## config.mk

```make
export PLATFORM = sky130hd
export DESIGN_NAME = vecpack_tx
export DESIGN_NICKNAME = d
export VERILOG_FILES = /design/src/rtl/vecpack_pkg.sv /design/src/rtl/vecpack_nand_model.sv /design/src/rtl/vecpack_tx.sv
export SDC_FILE = /design/constraint.sdc
export NUM_CORES = 1
export LEC_CHECK = 0
export CAP_MARGIN = 20
export CORE_MARGIN = 10
export CORE_UTILIZATION = 40
export DETAILED_ROUTE_END_ITERATION = 10
export GPL_TIMING_DRIVEN = 0
export PLACE_DENSITY = 0.68
export SLEW_MARGIN = 10
export SYNTH_ARGS = -nofsm -noshare
export SYNTH_HDL_FRONTEND = slang
export SYNTH_SLANG_ARGS = --single-unit
export TNS_END_PERCENT = 20
```

## constraint.sdc

```tcl
create_clock -name clk -period 3.8 [get_ports clk]
set_input_delay 0.38 -clock clk [delete_from_list [all_inputs] [get_ports clk]]
set_output_delay 0.38 -clock clk [all_outputs]
set_load 0.02 [all_outputs]
```

## src/rtl/vecpack_pkg.sv

```systemverilog
// Shared definitions for the reduction-NAND cosim vector packer.
// Field order on the input stream is a9..a1 then b9..b1 (idx 0..17),
// widths 9..1 then 9..1, packed MSB-first into PACK_W bits.
// Helpers give each field's width, mask, LSB position in the packed
// word, and the reduction NAND of a field taken from a packed word.
package vecpack_pkg;

    localparam int PACK_W  = 90;
    localparam int NFIELDS = 18;

    typedef logic [4:0] idx_t;

    typedef enum logic {
        COLLECT = 1'b0,
        HOLD    = 1'b1
    } state_e;

    localparam idx_t LAST_IDX = 5'd17;

    function automatic logic [3:0] field_w(input idx_t i);
        if (i < 5'd9) return 4'(5'd9 - i);
        else          return 4'(5'd18 - i);
    endfunction

    function automatic logic [8:0] field_mask(input idx_t i);
        return 9'((10'd1 << field_w(i)) - 10'd1);
    endfunction

    // Fields arrive MSB-first, so a field's LSB sits above every field
    // that follows it in the stream.
    function automatic logic [6:0] field_lsb(input idx_t i);
        logic [6:0] s;
        s = '0;
        for (int j = 0; j < NFIELDS; j++) begin
            if (j > int'(i)) s = s + 7'(field_w(idx_t'(j)));
        end
        return s;
    endfunction

    function automatic logic field_nand(input logic [PACK_W-1:0] p, input idx_t i);
        logic [8:0] sl;
        sl = 9'(p >> field_lsb(i));
        return (sl & field_mask(i)) != field_mask(i);
    endfunction

endpackage

```

## src/rtl/vecpack_nand_model.sv

```systemverilog
// Combinational reference model of the device under test: turns a packed
// 90-bit operand word into the expected 128-bit response word.
// Ports:
//   packed_vec  in   PACK_W  packed operands (a9 at the top, b1 at bit 0)
//   expected    out  OUT_W   expected response
// Each result is a 1-bit reduction NAND zero-extended into its slot.
// oa_k lands in the slot b_k occupies on the input side, ob_k in the
// slot of a_k; the six 6-bit oc results sit at [125:90].
module vecpack_nand_model
    import vecpack_pkg::*;
#(
    parameter int OUT_W = 128
) (
    input  logic [PACK_W-1:0] packed_vec,
    output logic [OUT_W-1:0]  expected
);

    always_comb begin
        expected = '0;
        for (int k = 1; k <= 9; k++) begin
            // a_k is idx 9-k, b_k is idx 18-k
            expected[field_lsb(idx_t'(18 - k))] = field_nand(packed_vec, idx_t'(9 - k));
            expected[field_lsb(idx_t'(9 - k))]  = field_nand(packed_vec, idx_t'(18 - k));
        end
        expected[90]  = field_nand(packed_vec, 5'd0);   // oc1 = ~&a9
        expected[96]  = field_nand(packed_vec, 5'd0);   // oc2 = ~&a9
        expected[102] = field_nand(packed_vec, 5'd6);   // oc3 = ~&a3
        expected[108] = field_nand(packed_vec, 5'd15);  // oc4 = ~&b3
        expected[114] = field_nand(packed_vec, 5'd8);   // oc5 = ~&a1
        expected[120] = field_nand(packed_vec, 5'd17);  // oc6 = ~&b1
    end

endmodule

```

## src/rtl/vecpack_tx.sv

```systemverilog
// Transmit-side packer for the 128-bit reduction-NAND cosim vector bus.
// Collects 18 operand fields (a9..a1, b9..b1) from a valid/ready stream,
// packs them MSB-first into the low 90 bits and presents the word on a
// second valid/ready stream. One vector every 19 cycles at best.
// Ports:
//   clk, rst_n            clock, async active-low reset
//   fld_valid/ready/data/last   field input stream (data right-justified)
//   vec_valid/ready/data        packed vector output stream
//   err, clr_err          sticky protocol error flag and its clear
//   exp_data              expected DUT response (SV_VECPACK_EXPECT_EN only)
// Build option: define SV_VECPACK_EXPECT_EN to add exp_data and its model.
//
// state   | meaning
// COLLECT | accepting fields into acc, idx counts beats
// HOLD    | full vector presented, waiting for vec_ready
module vecpack_tx
    import vecpack_pkg::*;
#(
    parameter int   OUT_W    = 128,
    parameter logic FILL_BIT = 1'b0
) (
    input  logic             clk,
    input  logic             rst_n,
    input  logic             fld_valid,
    output logic             fld_ready,
    input  logic [8:0]       fld_data,
    input  logic             fld_last,
    output logic             vec_valid,
    input  logic             vec_ready,
    output logic [OUT_W-1:0] vec_data,
    output logic             err,
    input  logic             clr_err
`ifdef SV_VECPACK_EXPECT_EN
   ,output logic [OUT_W-1:0] exp_data
`endif
);

    state_e            state;
    idx_t              idx;
    logic [PACK_W-1:0] acc;
    logic [PACK_W-1:0] acc_nxt;
    logic [8:0]        fmask;
    logic              fire;
    logic              ovf;
    logic              last_bad;
    logic              err_set;

    assign fmask    = field_mask(idx);
    assign fire     = fld_valid && fld_ready && (state == COLLECT);
    assign ovf      = |(fld_data & ~fmask);
    assign last_bad = fld_last != (idx == LAST_IDX);
    assign err_set  = fire && (ovf || last_bad);
    assign acc_nxt  = (acc << field_w(idx)) | PACK_W'(fld_data & fmask);

    // acc only changes while collecting, so it doubles as the held vector.
    assign vec_data = {{(OUT_W-PACK_W){FILL_BIT}}, acc};

`ifdef SV_VECPACK_EXPECT_EN
    logic [OUT_W-1:0] exp_nxt;

    vecpack_nand_model #(.OUT_W(OUT_W)) u_model (
        .packed_vec (acc_nxt),
        .expected   (exp_nxt)
    );
`endif

    always_ff @(posedge clk or negedge rst_n) begin
        if (!rst_n) begin
            state     <= COLLECT;
            idx       <= '0;
            acc       <= '0;
            err       <= 1'b0;
            vec_valid <= 1'b0;
            fld_ready <= 1'b0;
`ifdef SV_VECPACK_EXPECT_EN
            exp_data  <= '0;
`endif
        end else begin
            // a new error in the same cycle beats the clear
            err <= err_set || (err && !clr_err);
            case (state)
                COLLECT: begin
                    fld_ready <= 1'b1;
                    vec_valid <= 1'b0;
                    if (fire) begin
                        if (fld_last && idx != LAST_IDX) begin
                            idx <= '0;
                            acc <= '0;
                        end else if (idx == LAST_IDX) begin
                            acc       <= acc_nxt;
                            state     <= HOLD;
                            vec_valid <= 1'b1;
                            fld_ready <= 1'b0;
`ifdef SV_VECPACK_EXPECT_EN
                            exp_data  <= exp_nxt;
`endif
                        end else begin
                            acc <= acc_nxt;
                            idx <= idx + 5'd1;
                        end
                    end
                end
                HOLD: begin
                    if (vec_ready) begin
                        state     <= COLLECT;
                        idx       <= '0;
                        acc       <= '0;
                        vec_valid <= 1'b0;
                        fld_ready <= 1'b1;
                    end
                end
                default: state <= COLLECT;
            endcase
        end
    end

endmodule

```

# After elaboration in Yosys (flattened, before gate mapping)
# Cells that the tools add are included.
# W data, S select, Z words.
[totals]
reg_bits = 99
input_bits = 15
[op_classes]
n_reduce_logical = 11
order_cmp = 1
muxes = 22
addsub = 4
n_bitwise = 5
n_eq_ne = 6
shifts = 2
[op_table]
columns = ["operator", "count"]
rows = [
  ["$mux W90", 3],
  ["$pmux W90 S2", 1],
  ["$or A90 B9 Y90", 1],
  ["$shl A90 B4 Y90", 1],
  ["$mux W5", 4],
  ["$and A9 B9 Y9", 2],
  ["$pmux W5 S2", 1],
  ["$mux W1", 9],
  ["$not A9 Y9", 1],
  ["$reduce_or A9 Y1", 1],
  ["$shl A1 B4 Y9 const A", 1],
  ["$sub A9 B1 Y9 const B", 1],
  ["$pmux W1 S2", 3],
  ["$add A5 B1 Y5 const B", 1],
  ["$eq A5 B5 Y1 const B", 1],
  ["$logic_and A1 B1 Y1", 5],
  ["$lt A5 B4 Y1 const B", 1],
  ["$ne A5 B5 Y1 const B", 1],
  ["$mux W4", 1],
  ["$ne A2 B2 Y1 const B", 2],
  ["$sub A2 B4 Y4 const A", 1],
  ["$sub A4 B4 Y4 const A", 1],
  ["$ne A3 B2 Y1 const B", 1],
  ["$reduce_and A3 Y1", 1],
  ["5 further kinds", 6],
]

# Logic depth before layout (Yosys ltp)
# Gate-level depths: netlist of run 1.
[depth]
depth_word = 10
ltp_mapped = 17

# Worst setup path after synthesis of run 1
# OpenSTA, ideal clock, no wires.
[synth_path]
path_kind = "register to register"
start = "reg idx[1]"
end = "reg acc[6]"
arrival_time_ns = 3.248
setup_slack_ns = 0.466
period_less_slack_ns = 3.334
setup_ns = 0.087
path_stages_with_launch = 17
path_cell_list = "dfrtp_1 inv_1 ha_1 nand2b_2 a21o_1 buf_4 mux2_1 buf_2 buf_2 nor2_1 nand3_1 ha_1 clkbuf_1 nor4_2 a21oi_1 or3_1 o211ai_1"
[synth_via]
elab_chain_len = 9
elab_cells_between_ends = 14
[synth_lines]
columns = ["element", "line", "source"]
rows = [
  ["start: declaration", "vecpack_tx.sv:39", "idx_t idx;"],
  ["start signal: assignment", "vecpack_tx.sv:99", "idx <= idx + 5'd1;"],
  ["$sub A2 B4 Y4 (tied with other cells)", "vecpack_pkg.sv:22", "else return 4'(5'd18 - i);"],
  ["$mux W4", "vecpack_pkg.sv:21", "if (i < 5'd9) return 4'(5'd9 - i);"],
  ["$shl A1 B4 Y9", "vecpack_pkg.sv:26", "return 9'((10'd1 << field_w(i)) - 10'd1);"],
  ["$sub A9 B1 Y9", "vecpack_pkg.sv:26", ""],
  ["$and A9 B9 Y9", "vecpack_tx.sv:53", "assign acc_nxt = (acc << field_w(idx)) | PACK_W'(fld_data & fmask);"],
  ["$or A90 B9 Y90", "vecpack_tx.sv:53", ""],
  ["$mux W90 *", "vecpack_tx.sv:86", "if (fld_last && idx != LAST_IDX) begin"],
  ["$mux W90 *", "vecpack_tx.sv:85", "if (fire) begin"],
  ["$pmux W90 S2 *", "vecpack_tx.sv:81", "case (state)"],
  ["end signal: assignment", "vecpack_tx.sv:90", "acc <= acc_nxt;"],
  ["end signal: assignment", "vecpack_tx.sv:98", "acc <= acc_nxt;"],
  ["end: declaration", "vecpack_tx.sv:40", "logic [PACK_W-1:0] acc;"],
]
# Every way passes the cells marked *; elsewhere a longest branch is shown, timed or not. The select of a mux whose other input is x is not followed.
# A chain may end at the register's enable or synchronous reset.

# Worst setup path in the final report of run 1
# Ends and elaborated chain as after synthesis.

==> qor.csv, run 1 <==
metric,value,unit
outcome,finished clean,
Slew @ Worst Pin,793,ps
cell accounting for the most synthesized area,dfrtp_1,
fin crit period,3560,ps
Yosys cell types,55,
leading post-synthesis cells by cell area,"dfrtp_1 (32%), mux2i_1 (25%), o221ai_1 (8.7%)",
vias in the first global route,7415,
FMAX,281,MHz
GRT overflow,0,
first-pass GRT wire length,42500,µm
list of most frequent post-synthesis cells,"mux2i_1 (199), nand2_1 (123), dfrtp_1 (99)",
met3 Track Usage GR,4.68,%
Final Hold Fails,0,
clk_lat worst skew,370,ps
Hold Buf Count CTS,0,
max_slew headroom,47.2,%
Post-synth top flop,dfrtp_1,
share of the synthesized area in the top cell type,31.7,%
busiest grt layer,met2,
Yosys reg bits,99,
worst hold path class,in -> async,
pwr dens,484,nW/µm²
CTS buffer count,9,
Vias,7354,
Area after DPL,9380,µm²
CP endpoint kind,flip-flop,
Final ANT Viol Nets,0,
GPL Wtd Cong,0.925,
HPWL after DPL,20500,µm
Port-buffer cells,107,
WHS,51.4,ps
largest net degree at the start of global routing,51,
most common cell in the netlist,mux2i_1,
max-cap viol count,0,
CTS tree,yes,
Clock Skew,12.7,ps
Post-synth ARST share,100,%
drt wl/cell,22.0,µm
synth warn,0,
Synth Cell Area,7820,µm²
global routing usage on met2,31.9,%
FP Rows,51,
n_diodes,0,
Mean Syn Cell Area,9.60,µm²
WL final,27300,µm
fillers,1825,
Pre-antenna DRT Iters,6,
nets@finish,992,
Worst EP arrival,3830,ps
initial antenna violation count,0,
Die Ht,160,µm
Setup-failing EPs final,0,
Total GRT Usage,20.5,%
final max-slew violation count,0,
CP Launch Type,flip-flop,
htree depth,3,
reg2reg path depth,16,
met1 GRT Util,27.3,%
Via density,5.93,
Post-Synthesis Cells,814,
Clock transition at path regs,70,ps
Post-synth EDFFs,0,
sequential-to-total area share from yosys stat,31.7,%
die width,160,µm
CP max FO,10,
DRT iter0 DRCs,966,
Die Area,25500,µm²
synth-to-layout area growth,24.4,%
ratio of final minimum period to clock period,93.6,%
RSZ-0062 raised after global routing,no,
Initial Utilization,40.4,%
total clock sinks,99,
drc violations,0,
Leak,4.07,nW
path type of the worst setup path,reg -> reg,
design area,9730,µm²
CTS Buffer Depth,2,
Ports,146,
peak supply drop,0.278,mV
core area,19300,µm²
share of cells above drive strength 1,12.9,%
required time worst endpoint,4080,ps
CTS Root Cell,clkbuf_16,
sequential cells by signal (all words and copies together) (netlist names):
name / cells
err: 1
acc: 90
vec_valid: 1
fld_ready: 1
idx: 5
state: 1
per-stage QoR:
step | cells | setup TNS (ps) | utilization, % | power (mW) | worst slack, ps
2_1_floorplan | 851 | 0 | - | 2.83 | 466
3_3_place_gp | 1223 | -143630 | 48.4 | 3.63 | -1460
3_5_place_dp | 1224 | -19.7 | 48.5 | 3.65 | -19.7
4_1_cts | 1240 | 0 | 50.2 | 4.67 | 52.8
5_1_grt | 1240 | 0 | 50.3 | 4.93 | 59.6
6_report | 1240 | 0 | 50.3 | 4.71 | 245
layout by cell type, fill, tap and decap left out, types with 5 or more instances in the layout:
| cell | netlist | layout |
|---|---|---|
| buf_4 | 48 | 49 |
| nand3_1 | 7 | 7 |
| a22oi_1 | 37 | 37 |
| dfrtp_1 | 99 | 98 |
| a31oi_1 | 7 | 7 |
| o221ai_1 | 78 | 78 |
| o21ai_0 | 21 | 21 |
| nand2_1 | 123 | 123 |
| nand2b_1 | 7 | 7 |
| buf_6 | 9 | 9 |
| clkbuf_16 | 0 | 9 |
| nor2_1 | 15 | 14 |
| a32oi_1 | 5 | 5 |
| a21oi_1 | 14 | 14 |
| mux2i_2 | 16 | 16 |
| clkdlybuf4s50_1 | 0 | 106 |
| mux2i_1 | 199 | 199 |
| conb_1 | 1 | 38 |
| clkbuf_1 | 34 | 34 |
| o211ai_1 | 9 | 9 |
| ha_1 | 7 | 6 |
| buf_2 | 15 | 14 |
metal layers:
metal | vias up | share of wire (%)
met5 | - | 0
met4 | 0 | 2.5
met3 | 57 | 8.3
met2 | 373 | 45
met1 | 3588 | 44
li1 | 3336 | -
path summary, 6_finish.rpt:
path,startpoint,endpoint,slack (ps)
setup / recovery,idx[1]$_DFFE_PN0P_,acc[6]$_DFFE_PN0P_,240
hold / removal,rst_n,acc[0]$_DFFE_PN0P_,50
hold reg to reg,fld_ready$_DFFE_PN0P_,fld_ready$_DFFE_PN0P_,510
min in group clk,fld_ready$_DFFE_PN0P_,fld_ready$_DFFE_PN0P_,510
setup reg to reg,idx[1]$_DFFE_PN0P_,acc[6]$_DFFE_PN0P_,240
max in group asynchronous,rst_n,acc[57]$_DFFE_PN0P_,3040
cell type report:
type	count	area [µm²]	share of cell area [%]
multi-input cells	639	4810	49.4
inverters	7	26.3	0.270
well taps	265	332	3.41
clock buffers	10	229	2.35
flip-flops and latches	99	2480	25.5
repair buffers	108	1100	11.3
plain buffers	106	668	6.87
clock inverters	6	87.6	0.900
worst max-delay path: stages, from the launching register on:
cell and delay (ps):
dfrtp_2 470, inv_2 130, ha_4 180, nand2b_2 90, a21o_1 190, buf_4 160
mux2_1 300, buf_2 220, clkbuf_4 260, nor2_2 160, nand3_1 100, ha_1 220
clkbuf_2 190, nor4_2 300, a21oi_1 70, or3_1 330, o211ai_1 100
power breakdown:
group | internal (mW) | switching (mW)
logic | 0.910 | 1.34
registers | 1.21 | 0.238
clock network | 0.580 | 0.434
total | 2.70 | 2.01
kinds of logic (layout without fill, tap and decap cells):
group	after synthesis	after routing	synth area share (%)
compound gates	199	199	19.4
xor+xnor	2	2	0.224
fa+ha+maj	7	7	1.12
buf+inv	113	237	8.83
flops	99	99	31.7
mux	218	218	28.9
other cells	1	38	0.0480
simple gates	175	175	9.86
timing repair:
item / 4_1_cts / 5_1_grt
setup buffers: 0 / 0
endpoints found under the setup margin: 3 / 3
gates cloned: 0 / 0
gates resized for setup: 2 / 8
pin swaps: 0 / 1
Note: power is estimated with default switching activity, not from simulation.
==> inputs of run 2 (changes only) <==
--- a/config.mk
+++ b/config.mk
@@ -10,7 +10,7 @@
 export CORE_UTILIZATION = 40
 export DETAILED_ROUTE_END_ITERATION = 10
 export GPL_TIMING_DRIVEN = 0
-export PLACE_DENSITY = 0.68
+export PLACE_DENSITY = 0.66
 export SLEW_MARGIN = 10
 export SYNTH_ARGS = -nofsm -noshare
 export SYNTH_HDL_FRONTEND = slang
==> run 2 against run 1 <==
Against the previous run: register-to-register slack is essentially flat; maximum frequency shrank 0.18%; non-clock buffer count grew 1; largest cell class unchanged; global-route usage grew 0.26 points; clock power shrank 12%; worst hold slack gained 410 ps; cell area shrank 0.35%; power shrank 2.6%; sequential share of layout area grew 0.089 points; count of clock-buffer cells in the layout shrank 1; first-iteration DRC count shrank 16%; die area is the same.
==> qor.csv, run 2 (synthesized netlist as in run 1, its figures left out) <==
metric,value,unit,change
FMAX,281,MHz,-0.18%
flop-to-flop setup slack,240,ps,about the same
Final Hold Fails,0,,unchanged
RSZ-0062 raised after global routing,no,,
"leading cell type in the layout, fill and taps excluded",mux2i_1,,
CTS Buffer Depth,2,,unchanged
CTS buffer count,9,,unchanged
largest registers,"acc (90), idx (5)",,
Clock Skew,9.37,ps,-3.36 ps
design area,9690,µm²,-0.35%
die width,160,µm,unchanged
Largest register FFs,90,,unchanged
sw frac,44.0,%,+1.3 points
reg2reg path depth,16,,unchanged
Clock transition at path regs,70,ps,about the same
synth-to-layout area growth,24.0,%,
share of power burned in registers,31.6,%,+0.9 points
setup total negative slack,0,ps,unchanged
Initial Utilization,40.4,%,unchanged
final worst slack,238,ps,-6.51 ps
Total GRT Usage,20.7,%,+0.26 points
n_diodes,0,,unchanged
fin crit period,3560,ps,+6.51 ps
DRT iter0 DRCs,814,,-16%
total clock sinks,99,,unchanged
Vias,7463,,+1.5%
path type of the worst setup path,reg -> reg,,
core area,19300,µm²,unchanged
final max-slew violation count,0,,unchanged
outcome,finished clean,,
Pre-antenna DRT Iters,6,,unchanged
most used cell along the critical path,buf_4,,
initial antenna violation count,0,,unchanged
Port-buffer cells,107,,unchanged
clk_lat worst skew,360,ps,about the same
largest net degree at the start of global routing,71,,+39%
CP max stage delay,470,ps,about the same
CP endpoint kind,flip-flop,,
Final ANT Viol Nets,0,,unchanged
HPWL after DPL,20900,µm,+1.6%
worst hold path class,in -> async,,
vias in the first global route,7376,,-0.53%
Crit path max-delay family,simple AND/OR/NAND/NOR gates,,
max-cap viol count,0,,unchanged
Register Area,2480,µm²,unchanged
CP max-delay cell,dfrtp_2,,
htree depth,3,,unchanged
Setup-failing EPs final,0,,unchanged
ratio of final minimum period to clock period,93.7,%,+0.17 points
Pint,2.57,mW,-4.9%
max_slew headroom,47.6,%,+0.43 points
Worst EP arrival,3830,ps,about the same
RR Startpoint,idx[1]$_DFFE_PN0P_,,
pwr dens,473,nW/µm²,-2.3%
required time worst endpoint,4070,ps,about the same
drc violations,0,,unchanged
fillers,1840,,+0.82%
Pwr Total,4.58,mW,-2.6%
Area after DPL,9390,µm²,about the same
most frequent cells in the layout,"mux2i_1 (199), nand2_1 (123), clkdlybuf4s50_1 (106)",,
Ports,146,,unchanged
pre-CTS setup slack,-5.78,ps,+13.9 ps
worst r2r dst,acc[6]$_DFFE_PN0P_,,
CTS tree,yes,,
GPL Wtd Cong,0.910,,-1.6%
Util after Layout,50.1,%,-0.17 points
drt wl/cell,22.3,µm,+1.4%
Die Area,25500,µm²,unchanged
Leak,4.05,nW,-0.56%
first-pass GRT wire length,43000,µm,+1.1%
Logic pwr share,48.9,%,+1.2 points
share of cells above drive strength 1,12.8,%,-0.12 points
CTS Root Cell,clkbuf_16,,
Multi-input gate area,4800,µm²,-0.13%
Die Ht,160,µm,unchanged
Slew @ Worst Pin,786,ps,-6.42 ps
CP bufs+invs,5,,unchanged
worst path cell trace,inv_2 > ha_4 > nand2b_2 > a21o_1 > buf_4 > mux2_1 > buf_2 > buf_4 > nor2_2 > nand3_1 > ha_1 > clkbuf_1 > nor4_2 > a21oi_1 > or3_1 > o211ai_1,,
WL final,27700,µm,+1.5%
peak supply drop,0.245,mV,-12%
largest reg by FF count,acc,,
P_sw,2.02,mW,+0.45%
CP max FO,10,,unchanged
GRT overflow,0,,unchanged
CP Launch Type,flip-flop,,
nets@finish,993,,+0.10%
clock power share,19.4,%,-2.1 points
FP Rows,51,,unchanged
Via density,6.01,,+1.4%
==> run 2: worst max path at each step <==
stage                            start                   to  slack, ps  cells past startpoint
floorplan           idx[1]$_DFFE_PN0P_   acc[6]$_DFFE_PN0P_        470                     16
global placement                 rst_n  acc[52]$_DFFE_PN0P_      -1510                      1
detailed placement  idx[1]$_DFFE_PN0P_   acc[6]$_DFFE_PN0P_         -6                     16
CTS                 idx[1]$_DFFE_PN0P_   acc[6]$_DFFE_PN0P_         40                     16
global route        idx[1]$_DFFE_PN0P_   acc[6]$_DFFE_PN0P_         20                     16
finish              idx[1]$_DFFE_PN0P_   acc[6]$_DFFE_PN0P_        240                     16
==> run 2: stage by stage <==
stage	hold slack, ps	instances
2_1_floorplan	84.4	851
3_3_place_gp	518	1223
3_5_place_dp	282	1224
4_1_cts	468	1241
5_1_grt	510	1241
6_report	457	1241
==> run 2: metal layers <==
metal / vias up / global-route usage [%] / wire length (µm)
li1: 3350 / - / -
met1: 3701 / 28.1 / 12100
met2: 376 / 32.3 / 12700
met3: 36 / 4.29 / 2300
met4: 0 / 6.68 / 586
met5: - / 0 / 0
==> run 2: cell type report <==
class / count / share of cell area (%)
Sequential cell: 99 / 25.6
Clock buffer: 9 / 2.32
Tap cell: 265 / 3.42
Inverter: 7 / 0.271
Clock inverter: 7 / 0.529
Multi-Input combinational cell: 639 / 49.6
Buffer: 106 / 6.88
Timing Repair Buffer: 109 / 11.4
==> run 2: what timing repair did <==
item,CTS,global route
resized for setup,2,6
pin swaps,0,1
hold endpoints to repair,29,0
setup endpoints to repair,3,4
hold buffers,1,0
buffers inserted,0,0
==> run 2: power by group through the flow <==
stage	Clock (mW)	Combinational (mW)	Sequential [mW]
after global placement	0	2.19	1.46
after CTS	0.905	2.21	1.44
after detailed placement	0	2.19	1.46
after floorplan	0	1.26	1.57
after global routing	0.952	2.39	1.47
final	0.891	2.24	1.45
==> run 2: worst reg2reg max path, delay by kind of cell, from the launching register on <==
family / cells / cell delay [ps]
compound gates: 3 / 360
fa+ha+maj: 2 / 400
buf+inv: 5 / 940
flops: 1 / 470
mux: 1 / 300
simple gates: 5 / 990
==> inputs of run 3 (changes only) <==
--- a/config.mk
+++ b/config.mk
@@ -6,6 +6,7 @@
 export NUM_CORES = 1
 export LEC_CHECK = 0
 export CAP_MARGIN = 20
+export CORE_ASPECT_RATIO = 0.75
 export CORE_MARGIN = 10
 export CORE_UTILIZATION = 40
 export DETAILED_ROUTE_END_ITERATION = 10
==> run 3 against run 2 <==
Against the previous run: cell area fell by 0.14%; critical path depth fell by 1; die area rose by 0.23%; setup slack worse by 12 ps; sequential share of layout area about the same; cell count decreased by 1.0%; routed wire length grew 0.57%; count of clock-buffer cells in the layout increased by 2; non-clock buffer count fell by 1; combinational power about the same; critical path type unchanged.
==> qor.csv, run 3 (synthesized netlist as in run 1, its figures left out) <==
metric,value,unit,change
Final ANT Viol Nets,0,,unchanged
final max-slew violation count,0,,unchanged
CP max stage delay,480,ps,about the same
DRT iter0 DRCs,925,,+14%
Via density,6.04,,+0.35%
htree depth,3,,unchanged
FP Rows,44,,-14%
share of cells above drive strength 1,12.8,%,+0.013 points
Slew @ Worst Pin,740,ps,-46.4 ps
worst path cell trace,inv_2 > ha_4 > nand2b_2 > a21o_1 > buf_4 > mux2_1 > buf_2 > buf_4 > nor2_1 > nand3_1 > ha_1 > nor4_2 > a21oi_1 > or3_1 > o211ai_1,,
synth-to-layout area growth,23.8,%,
Die Ht,141,µm,-12%
drt wl/cell,22.7,µm,+1.6%
first-pass GRT wire length,43700,µm,+1.7%
core area,19300,µm²,-0.34%
CTS Buffer Depth,2,,unchanged
most used cell along the critical path,buf_4,,
ratio of final minimum period to clock period,94.0,%,+0.32 points
clk_lat worst skew,360,ps,about the same
Pint,2.60,mW,+1.3%
CP max-delay cell,dfrtp_2,,
die width,181,µm,+14%
clock power share,19.7,%,+0.3 points
CP endpoint kind,flip-flop,,
HPWL after DPL,21400,µm,+2.7%
CTS buffer count,9,,unchanged
worst r2r dst,acc[6]$_DFFE_PN0P_,,
WL final,27800,µm,+0.57%
Setup-failing EPs final,0,,unchanged
Final Hold Fails,0,,unchanged
Logic pwr share,48.9,%,about the same
FMAX,280,MHz,-0.34%
Largest register FFs,90,,unchanged
fin crit period,3570,ps,+12.0 ps
CTS Root Cell,clkbuf_16,,
most frequent cells in the layout,"mux2i_1 (199), nand2_1 (123), clkdlybuf4s50_1 (106)",,
largest reg by FF count,acc,,
Register Area,2480,µm²,unchanged
largest registers,"acc (90), idx (5)",,
GRT overflow,0,,unchanged
path type of the worst setup path,reg -> reg,,
Die Area,25600,µm²,+0.23%
Pre-antenna DRT Iters,5,,-1
Clock Skew,8.62,ps,-0.754 ps
CP Capture Point,acc[6]$_DFFE_PN0P_,,
pwr dens,477,nW/µm²,+0.93%
Total GRT Usage,21.2,%,+0.45 points
total clock sinks,99,,unchanged
Worst Setup SP,idx[1]$_DFFE_PN0P_,,
worst hold path class,in -> async,,
RSZ-0062 raised after global routing,no,,
vias in the first global route,7210,,-2.3%
max_slew headroom,50.7,%,+3.1 points
CP Launch Type,flip-flop,,
Multi-input gate area,4800,µm²,about the same
flop-to-flop setup slack,230,ps,about the same
CP max FO,10,,unchanged
setup total negative slack,0,ps,unchanged
sw frac,43.7,%,-0.27 points
max-cap viol count,0,,unchanged
Ports,146,,unchanged
Hold Buf Count CTS,0,,-1
largest net degree at the start of global routing,57,,-20%
Clock transition at path regs,70,ps,about the same
share of power burned in registers,31.4,%,-0.2 points
GPL Wtd Cong,0.950,,+4.4%
n_diodes,0,,unchanged
Pwr Total,4.62,mW,+0.79%
CTS tree,yes,,
peak supply drop,0.250,mV,+2.3%
Worst EP arrival,3840,ps,about the same
Port-buffer cells,107,,unchanged
reg2reg path depth,15,,-1
Leak,4.05,nW,+0.11%
Initial Utilization,40.6,%,+0.14 points
drc violations,0,,unchanged
Vias,7411,,-0.70%
fillers,1861,,+1.1%
RR Startpoint,idx[1]$_DFFE_PN0P_,,
initial antenna violation count,0,,unchanged
P_sw,2.02,mW,+0.16%
required time worst endpoint,4070,ps,about the same
nets@finish,992,,-0.10%
"leading cell type in the layout, fill and taps excluded",mux2i_1,,
outcome,finished clean,,
==> run 3: cell count changes in the layout (fill, tap and decap cells not counted) <==
cell           delta
clkbuf_8          +2
clkinv_4          +1
inv_6             -2
clkbuf_1          -1
dlygate4sd3_1     -1
nor2_2            -1
buf_4             +2
clkinv_2          -1
nor2_1            +1
buf_6             -1
==> run 3: power groups by stage <==
stage          clock, mW  combinational [mW]  sequential (mW)
3_5_place_dp           0                2.20             1.46
3_3_place_gp           0                2.18             1.46
2_1_floorplan          0                1.26             1.57
4_1_cts            0.921                2.22             1.44
5_1_grt            0.974                2.40             1.47
6_report           0.911                2.26             1.45
==> run 3: final cells by class <==
cell class	count	share of cell area [%]
tap	253	3.27
timing repair buffer	109	11.4
sequential	99	25.6
clock buffer	11	2.61
multi-input combinational	639	49.6
buffer	105	6.85
clock inverter	5	0.388
inverter	7	0.271
==> run 3: critical path: cells and delay by family, from the launching register on <==
kind | cells | cell delay (ps)
buffers and inverters | 4 | 750
and+or+nand+nor | 5 | 1050
AOI/OAI and AO/OA | 3 | 380
adders and majority gates | 2 | 530
muxes | 1 | 300
DFF | 1 | 480
==> run 3: how the worst min path moves through the flow <==
stage | from | end | slack (ps) | depth (start not counted)
floorplan | rst_n | acc[0]$_DFFE_PN0P_ | 80 | 0
global placement | fld_ready$_DFFE_PN0P_ | fld_ready$_DFFE_PN0P_ | 510 | 1
detailed placement | rst_n | vec_valid$_DFFE_PN0P_ | 410 | 1
CTS | rst_n | vec_valid$_DFFE_PN0P_ | 30 | 1
global route | rst_n | fld_ready$_DFFE_PN0P_ | 60 | 1
finish | rst_n | fld_ready$_DFFE_PN0P_ | 7 | 1
==> run 3: per-layer routing <==
layer | up-vias | wire length (µm) | GRT usage [%]
li1 | 3334 | - | -
met1 | 3617 | 13200 | 32.4
met2 | 428 | 11500 | 29.7
met3 | 32 | 2900 | 4.19
met4 | 0 | 320 | 4.10
met5 | - | 0 | 0
==> run 3: per-stage QoR <==
stage	hold WS, ps	worst slack [ps]	instances	utilization, %	instance area, µm²
final	7.23	226	1228	50.2	9680
after global routing	58.9	10.1	1228	50.2	9680
after floorplan	84.4	466	851	-	7960
after CTS	27.1	0.948	1228	50.2	9670
after global placement	511	-1440	1211	48.5	9340
after detailed placement	411	-63.8	1212	48.6	9370
==> run 3: what timing repair did <==
action	4_1_cts	5_1_grt
pin swaps	0	1
buffers inserted	0	1
resized for setup	3	3
setup endpoints to repair	3	3
